===== src/rtl/fp_norm_shifter_if.sv =====
// Handshake bundle for the FP normalization shifter: upstream beat in, normalized result out.
// The slave modport is the shifter's view; master is the driver/consumer side.
interface fp_norm_shifter_if #(
   parameter int N  = 24,
   parameter int EW = 8,
   parameter int CW = $clog2(N + 1)
);
   logic          in_valid;
   logic          in_ready;
   logic [N-1:0]  in_mant;
   logic [EW-1:0] in_exp;
   logic [CW-1:0] in_cnt;
   logic          out_valid;
   logic          out_ready;
   logic [N-1:0]  out_mant;
   logic [EW-1:0] out_exp;
   logic          out_zero;
   logic          out_uflow;

   modport master (
      output in_valid, in_mant, in_exp, in_cnt, out_ready,
      input  in_ready, out_valid, out_mant, out_exp, out_zero, out_uflow
   );

   modport slave (
      input  in_valid, in_mant, in_exp, in_cnt, out_ready,
      output in_ready, out_valid, out_mant, out_exp, out_zero, out_uflow
   );
endinterface


===== src/rtl/fp_norm_shifter.sv =====
// Multi-cycle normalization shifter: one log-shifter stage per cycle driven by the
// leading-one count, then a saturating exponent debit when the result is registered.
module fp_norm_shifter #(
   parameter int N  = 24,
   parameter int EW = 8,
   parameter int CW = $clog2(N + 1)
) (
   input logic              clk,
   input logic              rst_n,
   fp_norm_shifter_if.slave bus
);
   localparam int KW = (CW > 1) ? $clog2(CW) : 1;

   typedef enum logic [1:0] {IDLE, SHIFT, DONE} state_t;

   state_t        r_state;
   logic [N-1:0]  r_mant;
   logic [EW-1:0] r_exp;
   logic [CW-1:0] r_s;
   logic          r_zero;
   logic [KW-1:0] r_k;

   logic [N-1:0]  r_outMant;
   logic [EW-1:0] r_outExp;
   logic          r_outValid;
   logic          r_outZero;
   logic          r_outUflow;

   logic          w_cntOk;
   logic [N-1:0]  w_shifted;
   logic [EW:0]   w_expWide;
   logic [EW:0]   w_sWide;
   logic [EW:0]   w_expDiff;

   // Stage k shifts by 2^k when bit k of the shift amount is set; the exponent
   // compare is widened by one bit so in_exp <= s is an unsigned test.
   always_comb begin
      w_cntOk   = (bus.in_cnt != '0) && (bus.in_cnt <= CW'(N));
      w_shifted = r_mant;
      if (r_s[r_k]) begin
         w_shifted = r_mant << (1 << r_k);
      end
      w_expWide = {1'b0, r_exp};
      w_sWide   = (EW + 1)'(r_s);
      w_expDiff = w_expWide - w_sWide;
   end

   always_ff @(posedge clk) begin
      if (!rst_n) begin
         r_state    <= IDLE;
         r_mant     <= '0;
         r_exp      <= '0;
         r_s        <= '0;
         r_zero     <= 1'b0;
         r_k        <= '0;
         r_outMant  <= '0;
         r_outExp   <= '0;
         r_outValid <= 1'b0;
         r_outZero  <= 1'b0;
         r_outUflow <= 1'b0;
      end else begin
         case (r_state)
            IDLE: begin
               if (bus.in_valid) begin
                  r_mant  <= bus.in_mant;
                  r_exp   <= bus.in_exp;
                  r_zero  <= !w_cntOk;
                  r_s     <= w_cntOk ? (bus.in_cnt - CW'(1)) : '0;
                  r_k     <= '0;
                  r_state <= SHIFT;
               end
            end
            SHIFT: begin
               r_mant <= w_shifted;
               r_k    <= r_k + 1'b1;
               // The last stage lands directly in the output registers.
               if (r_k == KW'(CW - 1)) begin
                  r_state    <= DONE;
                  r_outValid <= 1'b1;
                  r_outZero  <= r_zero;
                  if (r_zero) begin
                     r_outMant  <= '0;
                     r_outExp   <= '0;
                     r_outUflow <= 1'b0;
                  end else if (w_expWide <= w_sWide) begin
                     r_outMant  <= w_shifted;
                     r_outExp   <= '0;
                     r_outUflow <= 1'b1;
                  end else begin
                     r_outMant  <= w_shifted;
                     r_outExp   <= w_expDiff[EW-1:0];
                     r_outUflow <= 1'b0;
                  end
               end
            end
            DONE: begin
               if (bus.out_ready) begin
                  r_state    <= IDLE;
                  r_outValid <= 1'b0;
               end
            end
            default: r_state <= IDLE;
         endcase
      end
   end

   assign bus.in_ready  = (r_state == IDLE);
   assign bus.out_valid = r_outValid;
   assign bus.out_mant  = r_outMant;
   assign bus.out_exp   = r_outExp;
   assign bus.out_zero  = r_outZero;
   assign bus.out_uflow = r_outUflow;
endmodule


===== src/flat_wrapper.sv =====
// flat-port wrapper written by rule: the top's interface ports become plain ports
module fp_norm_shifter_flat 
#(
   parameter int N  = 24,
   parameter int EW = 8,
   parameter int CW = $clog2(N + 1)
)
  (clk, rst_n, bus_in_valid, bus_in_mant, bus_in_exp, bus_in_cnt, bus_out_ready, bus_in_ready, bus_out_valid, bus_out_mant, bus_out_exp, bus_out_zero, bus_out_uflow);
  fp_norm_shifter_if #(.N(N), .EW(EW), .CW(CW)) bus_i ();
  input logic clk;
  input logic rst_n;
  input wire logic [$bits(bus_i.in_valid)-1:0] bus_in_valid;
  input wire logic [$bits(bus_i.in_mant)-1:0] bus_in_mant;
  input wire logic [$bits(bus_i.in_exp)-1:0] bus_in_exp;
  input wire logic [$bits(bus_i.in_cnt)-1:0] bus_in_cnt;
  input wire logic [$bits(bus_i.out_ready)-1:0] bus_out_ready;
  output wire logic [$bits(bus_i.in_ready)-1:0] bus_in_ready;
  output wire logic [$bits(bus_i.out_valid)-1:0] bus_out_valid;
  output wire logic [$bits(bus_i.out_mant)-1:0] bus_out_mant;
  output wire logic [$bits(bus_i.out_exp)-1:0] bus_out_exp;
  output wire logic [$bits(bus_i.out_zero)-1:0] bus_out_zero;
  output wire logic [$bits(bus_i.out_uflow)-1:0] bus_out_uflow;
  assign bus_i.in_valid = bus_in_valid;
  assign bus_i.in_mant = bus_in_mant;
  assign bus_i.in_exp = bus_in_exp;
  assign bus_i.in_cnt = bus_in_cnt;
  assign bus_i.out_ready = bus_out_ready;
  assign bus_in_ready = bus_i.in_ready;
  assign bus_out_valid = bus_i.out_valid;
  assign bus_out_mant = bus_i.out_mant;
  assign bus_out_exp = bus_i.out_exp;
  assign bus_out_zero = bus_i.out_zero;
  assign bus_out_uflow = bus_i.out_uflow;
  fp_norm_shifter #(.N(N), .EW(EW), .CW(CW)) u_core (.clk(clk), .rst_n(rst_n), .bus(bus_i));
endmodule

===== config.mk =====
export PLATFORM = sky130hd
export DESIGN_NAME = fp_norm_shifter_flat
export DESIGN_NICKNAME = d
export VERILOG_FILES = /design/src/rtl/fp_norm_shifter_if.sv /design/src/rtl/fp_norm_shifter.sv /design/src/flat_wrapper.sv
export SDC_FILE = /design/constraint.sdc
export NUM_CORES = 1
export LEC_CHECK = 0
export ABC_AREA = 1
export BUFFER_PORTS_ARGS = -buffer_cell sky130_fd_sc_hd__buf_2
export CAP_MARGIN = 30
export CORE_ASPECT_RATIO = 1.25
export CORE_UTILIZATION = 35
export DETAILED_ROUTE_END_ITERATION = 8
export SETUP_SLACK_MARGIN = 0.1
export SYNTH_ARGS = -nofsm -noshare
export SYNTH_HDL_FRONTEND = slang
export SYNTH_SLANG_ARGS = --single-unit

===== constraint.sdc =====
create_clock -name clk -period 4.5 [get_ports clk]
set_clock_uncertainty 0.1 [all_clocks]
set_input_delay 0.675 -clock clk [delete_from_list [all_inputs] [get_ports clk]]
set_output_delay 0.675 -clock clk [all_outputs]
set_load 0.02 [all_outputs]

[Word-level counts from Yosys, hierarchy flattened]
Index checks and enable logic that the tools add are counted.
Cells by class
  $add $sub $neg: 3
  order comparisons: 3
  equality and inequality tests: 6
  shift operators: 2
  multiplexer cells: 20
  reduce and logical (&&, ||, !) cells: 11
Operators with widths (count)
  $mux 24: 3
  $pmux 24 s2: 1
  $shl 1x3->32 const A: 1
  $shl 24x32->24: 1
  $mux 8: 2
  $le 8x5->1: 1
  $sub 8x5->8: 1
  $mux 2: 3
  $pmux 2 s3: 1
  $pmux 3 s2: 1
  $reduce_and 2->1: 3
  $reduce_and 3->1: 2
  $le 5x5->1 const B: 1
  $mux 1: 5
  $mux 5: 1
  $reduce_bool 5->1: 1
  $sub 5x1->5 const B: 1
  $lt 3x4->1 const B: 1
  $ne 2x2->1 const B: 2
  $reduce_bool 2->1: 2
  $add 3x1->3 const B: 1
  $bmux 1 s3: 1
  $eq 3x3->1 const B: 1
  $mux 3: 1
  other kinds (7): 7
Storage, ports and cells
  flip-flop bits (word level): 78
  word-level logic and storage cells: 56

[Depth between registers and ports, before layout]
  depth in word-level cells: 4
  depth in mapped cells: 16
  gate-level depth less buffers: 15

[Least setup slack after synthesis]
No wires, ideal clock.
  path type: reg2reg
  start: register u_core.r_k[0]
  end: register u_core.r_outMant[15] (netlist: u_core.bus.out_mant[15])
  data arrival time: 1.917 ns
  data required time: 4.329 ns
  setup slack: 2.412 ns
  stages on the path, launching flop included: 15
  clock period less this slack: 2.088 ns
  cells stage by stage: dfxtp_1 -> ha_1 -> ha_1 -> inv_1 -> clkbuf_1 -> nand3_1 -> nand2_1 -> nand3_1 -> nand3_1 -> nand2_1 -> nand2_1 -> o21ai_1 -> o21ai_1 -> nand2_1 -> a21oi_1
Between the ends
  word-level cells in the longest chain between the ends: 4
  elaborated cells on any way between the ends: 8
Ends and longest elaborated chain
  from (decl): RTL line fp_norm_shifter.sv:21  | logic [KW-1:0] r_k;
  from (signal assigned): RTL line fp_norm_shifter.sv:75  | r_k <= r_k + 1'b1;
  $shl 1x3->32 / $bmux 1 s3 (equally long branches): RTL line fp_norm_shifter.sv:41, fp_norm_shifter.sv:40
  $shl 24x32->24 / $mux 1 (equally long branches): RTL line fp_norm_shifter.sv:41, fp_norm_shifter.sv:40
  $mux 24: RTL line fp_norm_shifter.sv:40  | if (r_s[r_k]) begin
  $mux 24: RTL line fp_norm_shifter.sv:81  | if (r_zero) begin
  to (signal assigned): RTL line fp_norm_shifter.sv:86  | r_outMant <= w_shifted;
  to (signal assigned): RTL line fp_norm_shifter.sv:90  | r_outMant <= w_shifted;
  to (decl): RTL line fp_norm_shifter.sv:23  | logic [N-1:0] r_outMant;
Parallel ways exist; a longest one is shown, timed or not. The select of a mux whose other input is x is not followed.
A chain may end at the register's enable or synchronous reset.

[Worst setup path in the final report]
  start: register u_core.r_k[1]
  end: register u_core.r_outExp[0] (netlist: u_core.bus.out_exp[0])
Between the ends
  word-level cells in the longest chain between the ends: 2
Ends and longest elaborated chain
  $eq 3x3->1: RTL line fp_norm_shifter.sv:77  | if (r_k == KW'(CW - 1)) begin
  $reduce_and 2->1 (no source line)
  to (signal assigned): RTL line fp_norm_shifter.sv:91  | r_outExp <= w_expDiff[EW-1:0];
  to (decl): RTL line fp_norm_shifter.sv:24  | logic [EW-1:0] r_outExp;
Every way passes these cells.

==> metrics.cfg <==
[critical_path]
crit_path_start_kind=flop
cp.required_ps=4670
crit_type=flop to flop
critPathMaxFanout=36
rr_worst_depth=11
rr_endpoint=u_core.bus.out_exp[0]$_SDFFE_PN0P_
rr_startpoint=u_core.r_k[1]$_SDFFE_PN0P_
cp_data_arrival_time_ps=3230
endpoint_kind=flop
reg2reg_slack_ps=1430

[floorplanning]
io_pins=77
dieArea_sq_um=14600
placementRows=48
die_height_um=135
start_util_pct=35.9
die_w_um=108
coreArea_sq_um=13800

[yosys]
yosys_warnings=0
synth_top_area_share_pct=31.5
synth_mux_area_share_pct=0
syn_area_per_cell_sq_um=6.22
seq_area_frac_synth_pct=31.5
ys_top_cells_by_area=dfxtp_1 31%, nand2_1 20%, nand3_1 12%
synth_top_family_by_area=simple AND/OR/NAND/NOR gates
synth_compound_area_share_pct=15.5
synth_area_sq_um=4960
synth-simple-area-share_pct=38.9
synth_top_cells_by_count=270 x nand2_1, 121 x nand3_1, 78 x dfxtp_1
synthMostInstantiatedCell=nand2_1
synth_seq_cells=78
synthArstFlopShare_pct=0
synth_cells=797
yosys.area.top_type=dfxtp_1
synth_nets=852
synth-edff-count=0
ys_types=38
synth-adder-area-share_pct=3.69
synth_xor_area_share_pct=1.24
synth_flop_cell=dfxtp_1

[cts]
post_cts_buffers=0
numCtsBuffers=9
cts_max_level=3
cts_buffer_depth=2
clock_latency_ps=340
cts_tree=built
ctsResizeCount=0
cts_hold_buf=0
clkSinkCount=78
ctsRootBufferMaster=clkbuf_16
clk_pin_slew_ps=60

[timing]
maxSlewViolCount=0
worst_pin_slew_ps=792
post-route-period-util_pct=68.1
slew_headroom_pct=47.1
finalHoldViolations=0
holdWs_ps=359
min_period_ps=3070
max_freq_mhz=326
setup_tns_ps=0
setup_violations=0
rsz0062_at_grt=no

[place]
placed_cell_area_sq_um=5370
dp_cells=1008
place.gp.congestion=0.911
io_buffers=76
dp_hpwl_um=11000

[hold_path]
hold_path.class=flop to flop
min_from=u_core.bus.out_valid$_SDFFE_PN0P_
min_path_cells=2
holdPathEnd=u_core.bus.out_valid$_SDFFE_PN0P_

[global_route]
grt_pass1_vias=5121
grt_max_degree=37
track_usage_pct=21.9
grt_overflow=0
antenna_found_initial=0
grt_pass1_wl_um=24900

[routing]
routed_via_density=5.19
wirelength_um=15100
drt-pass1-iter-count=5
drt-initial-drc-count=305
wire_per_inst_um=14.7
vias=5306
drc_errors=0
detail-route-antenna-nets=0

[power]
power.density_nw_per_um2=369
ir_drop_mv=0.216
fin_total_pwr_mw=2.10
leakage_nw=2.60

[cells_and_area]
fillers=1567
seq_area_sq_um=1560
syn_to_final_growth_pct=15.1
multi_input_area_sq_um=2940
drive_gt1_share_pct=14.2
nets=899
num_antenna_cells=0
fin_area_sq_um=5700
stdcell_count=1023

[outcome]
status=complete, no violations

[job]
maxCapViolCount=0

[final cells by class]
type	instances	share of cell area, %
multi-input cells	612	51.6
inverters	64	4.21
clock inverters	6	1.95
clock buffers	9	3.95
well taps	175	3.84
repair buffers	79	7.06
flip-flops and latches	78	27.4
[placed cells by master (no fill, tap or decap), types with 3 or more instances in the layout]
| cell type | synthesis | final |
|---|---|---|
| nand2_1 | 270 | 270 |
| nand3_1 | 121 | 121 |
| dfxtp_1 | 78 | 78 |
| a21oi_1 | 77 | 77 |
| buf_2 | 10 | 76 |
| inv_1 | 54 | 53 |
| nor2_1 | 36 | 36 |
| o21ai_0 | 32 | 32 |
| ha_1 | 13 | 13 |
| inv_2 | 9 | 10 |
| clkbuf_16 | 0 | 9 |
| o22ai_1 | 7 | 7 |
| nand4_1 | 6 | 6 |
| o21ai_1 | 6 | 6 |
| nand2_2 | 5 | 5 |
| nor2_2 | 4 | 4 |
| a31oi_1 | 4 | 4 |
| xor2_1 | 4 | 4 |
| a22o_1 | 4 | 4 |
| nor2_4 | 3 | 3 |
| xnor2_1 | 3 | 3 |
| bufinv_16 | 0 | 3 |
| buf_4 | 2 | 3 |
[worst max-delay path by stage]
stage                          startpoint                              endpoint  slack, ps  cells past startpoint
3_5_place_dp   u_core.r_k[0]$_SDFFE_PN0P_    u_core.bus.out_exp[0]$_SDFFE_PN0P_       1400                     11
6_report       u_core.r_k[1]$_SDFFE_PN0P_    u_core.bus.out_exp[0]$_SDFFE_PN0P_       1430                     11
4_1_cts        u_core.r_k[0]$_SDFFE_PN0P_    u_core.bus.out_exp[0]$_SDFFE_PN0P_       1370                     11
3_3_place_gp   u_core.r_k[1]$_SDFFE_PN0P_    u_core.bus.out_exp[0]$_SDFFE_PN0P_       1430                     11
2_1_floorplan  u_core.r_k[0]$_SDFFE_PN0P_  u_core.bus.out_mant[15]$_SDFFE_PN0P_       2410                     14
5_1_grt        u_core.r_k[0]$_SDFFE_PN0P_    u_core.bus.out_exp[0]$_SDFFE_PN0P_       1130                     11
[sequential cells by signal (all words and copies together), names as in the netlist]
register              flops
u_core.bus.out_mant      24
u_core.bus.out_valid      1
u_core.bus.out_uflow      1
u_core.r_k                3
u_core.r_exp              8
u_core.r_s                5
u_core.r_zero             1
u_core.r_state            2
u_core.bus.out_exp        8
u_core.r_mant            24
u_core.bus.out_zero       1
[layer usage]
| layer | track usage (%) | share of wire [%] |
|---|---|---|
| met3 | 2.36 | 3.6 |
| met1 | 25.3 | 41 |
| met5 | 0 | 0 |
| met4 | 12.1 | 4.3 |
| met2 | 38.8 | 51 |
[metrics by stage]
stage	utilization (%)	setup WS (ps)
final	41.3	1430
after global routing	41.3	1130
after CTS	41.3	1370
after detailed placement	38.9	1400
after global placement	38.9	1430
after floorplan	-	2410
[critical path: stages, from the launching register on]
cell	delay, ps
dfxtp_1	350
inv_1	140
ha_1	240
nand2_1	330
nor2_2	240
inv_2	280
nor2_4	590
inv_2	110
nor2_4	220
inv_2	50
or2_1	210
a21oi_1	130
[kinds of logic after synthesis]
logic type      after synthesis
simple gates                450
buf+inv                     107
flops                        78
fa+ha+maj                    14
compound gates              141
xor+xnor                      7
[power breakdown]
group,internal (mW),total [mW],leakage (nW),switching [mW]
combinational,0.169,0.519,1.81,0.350
clock,0.539,0.839,0.161,0.300
sequential,0.722,0.746,0.635,0.0247
(Power assumes the default switching activity.)
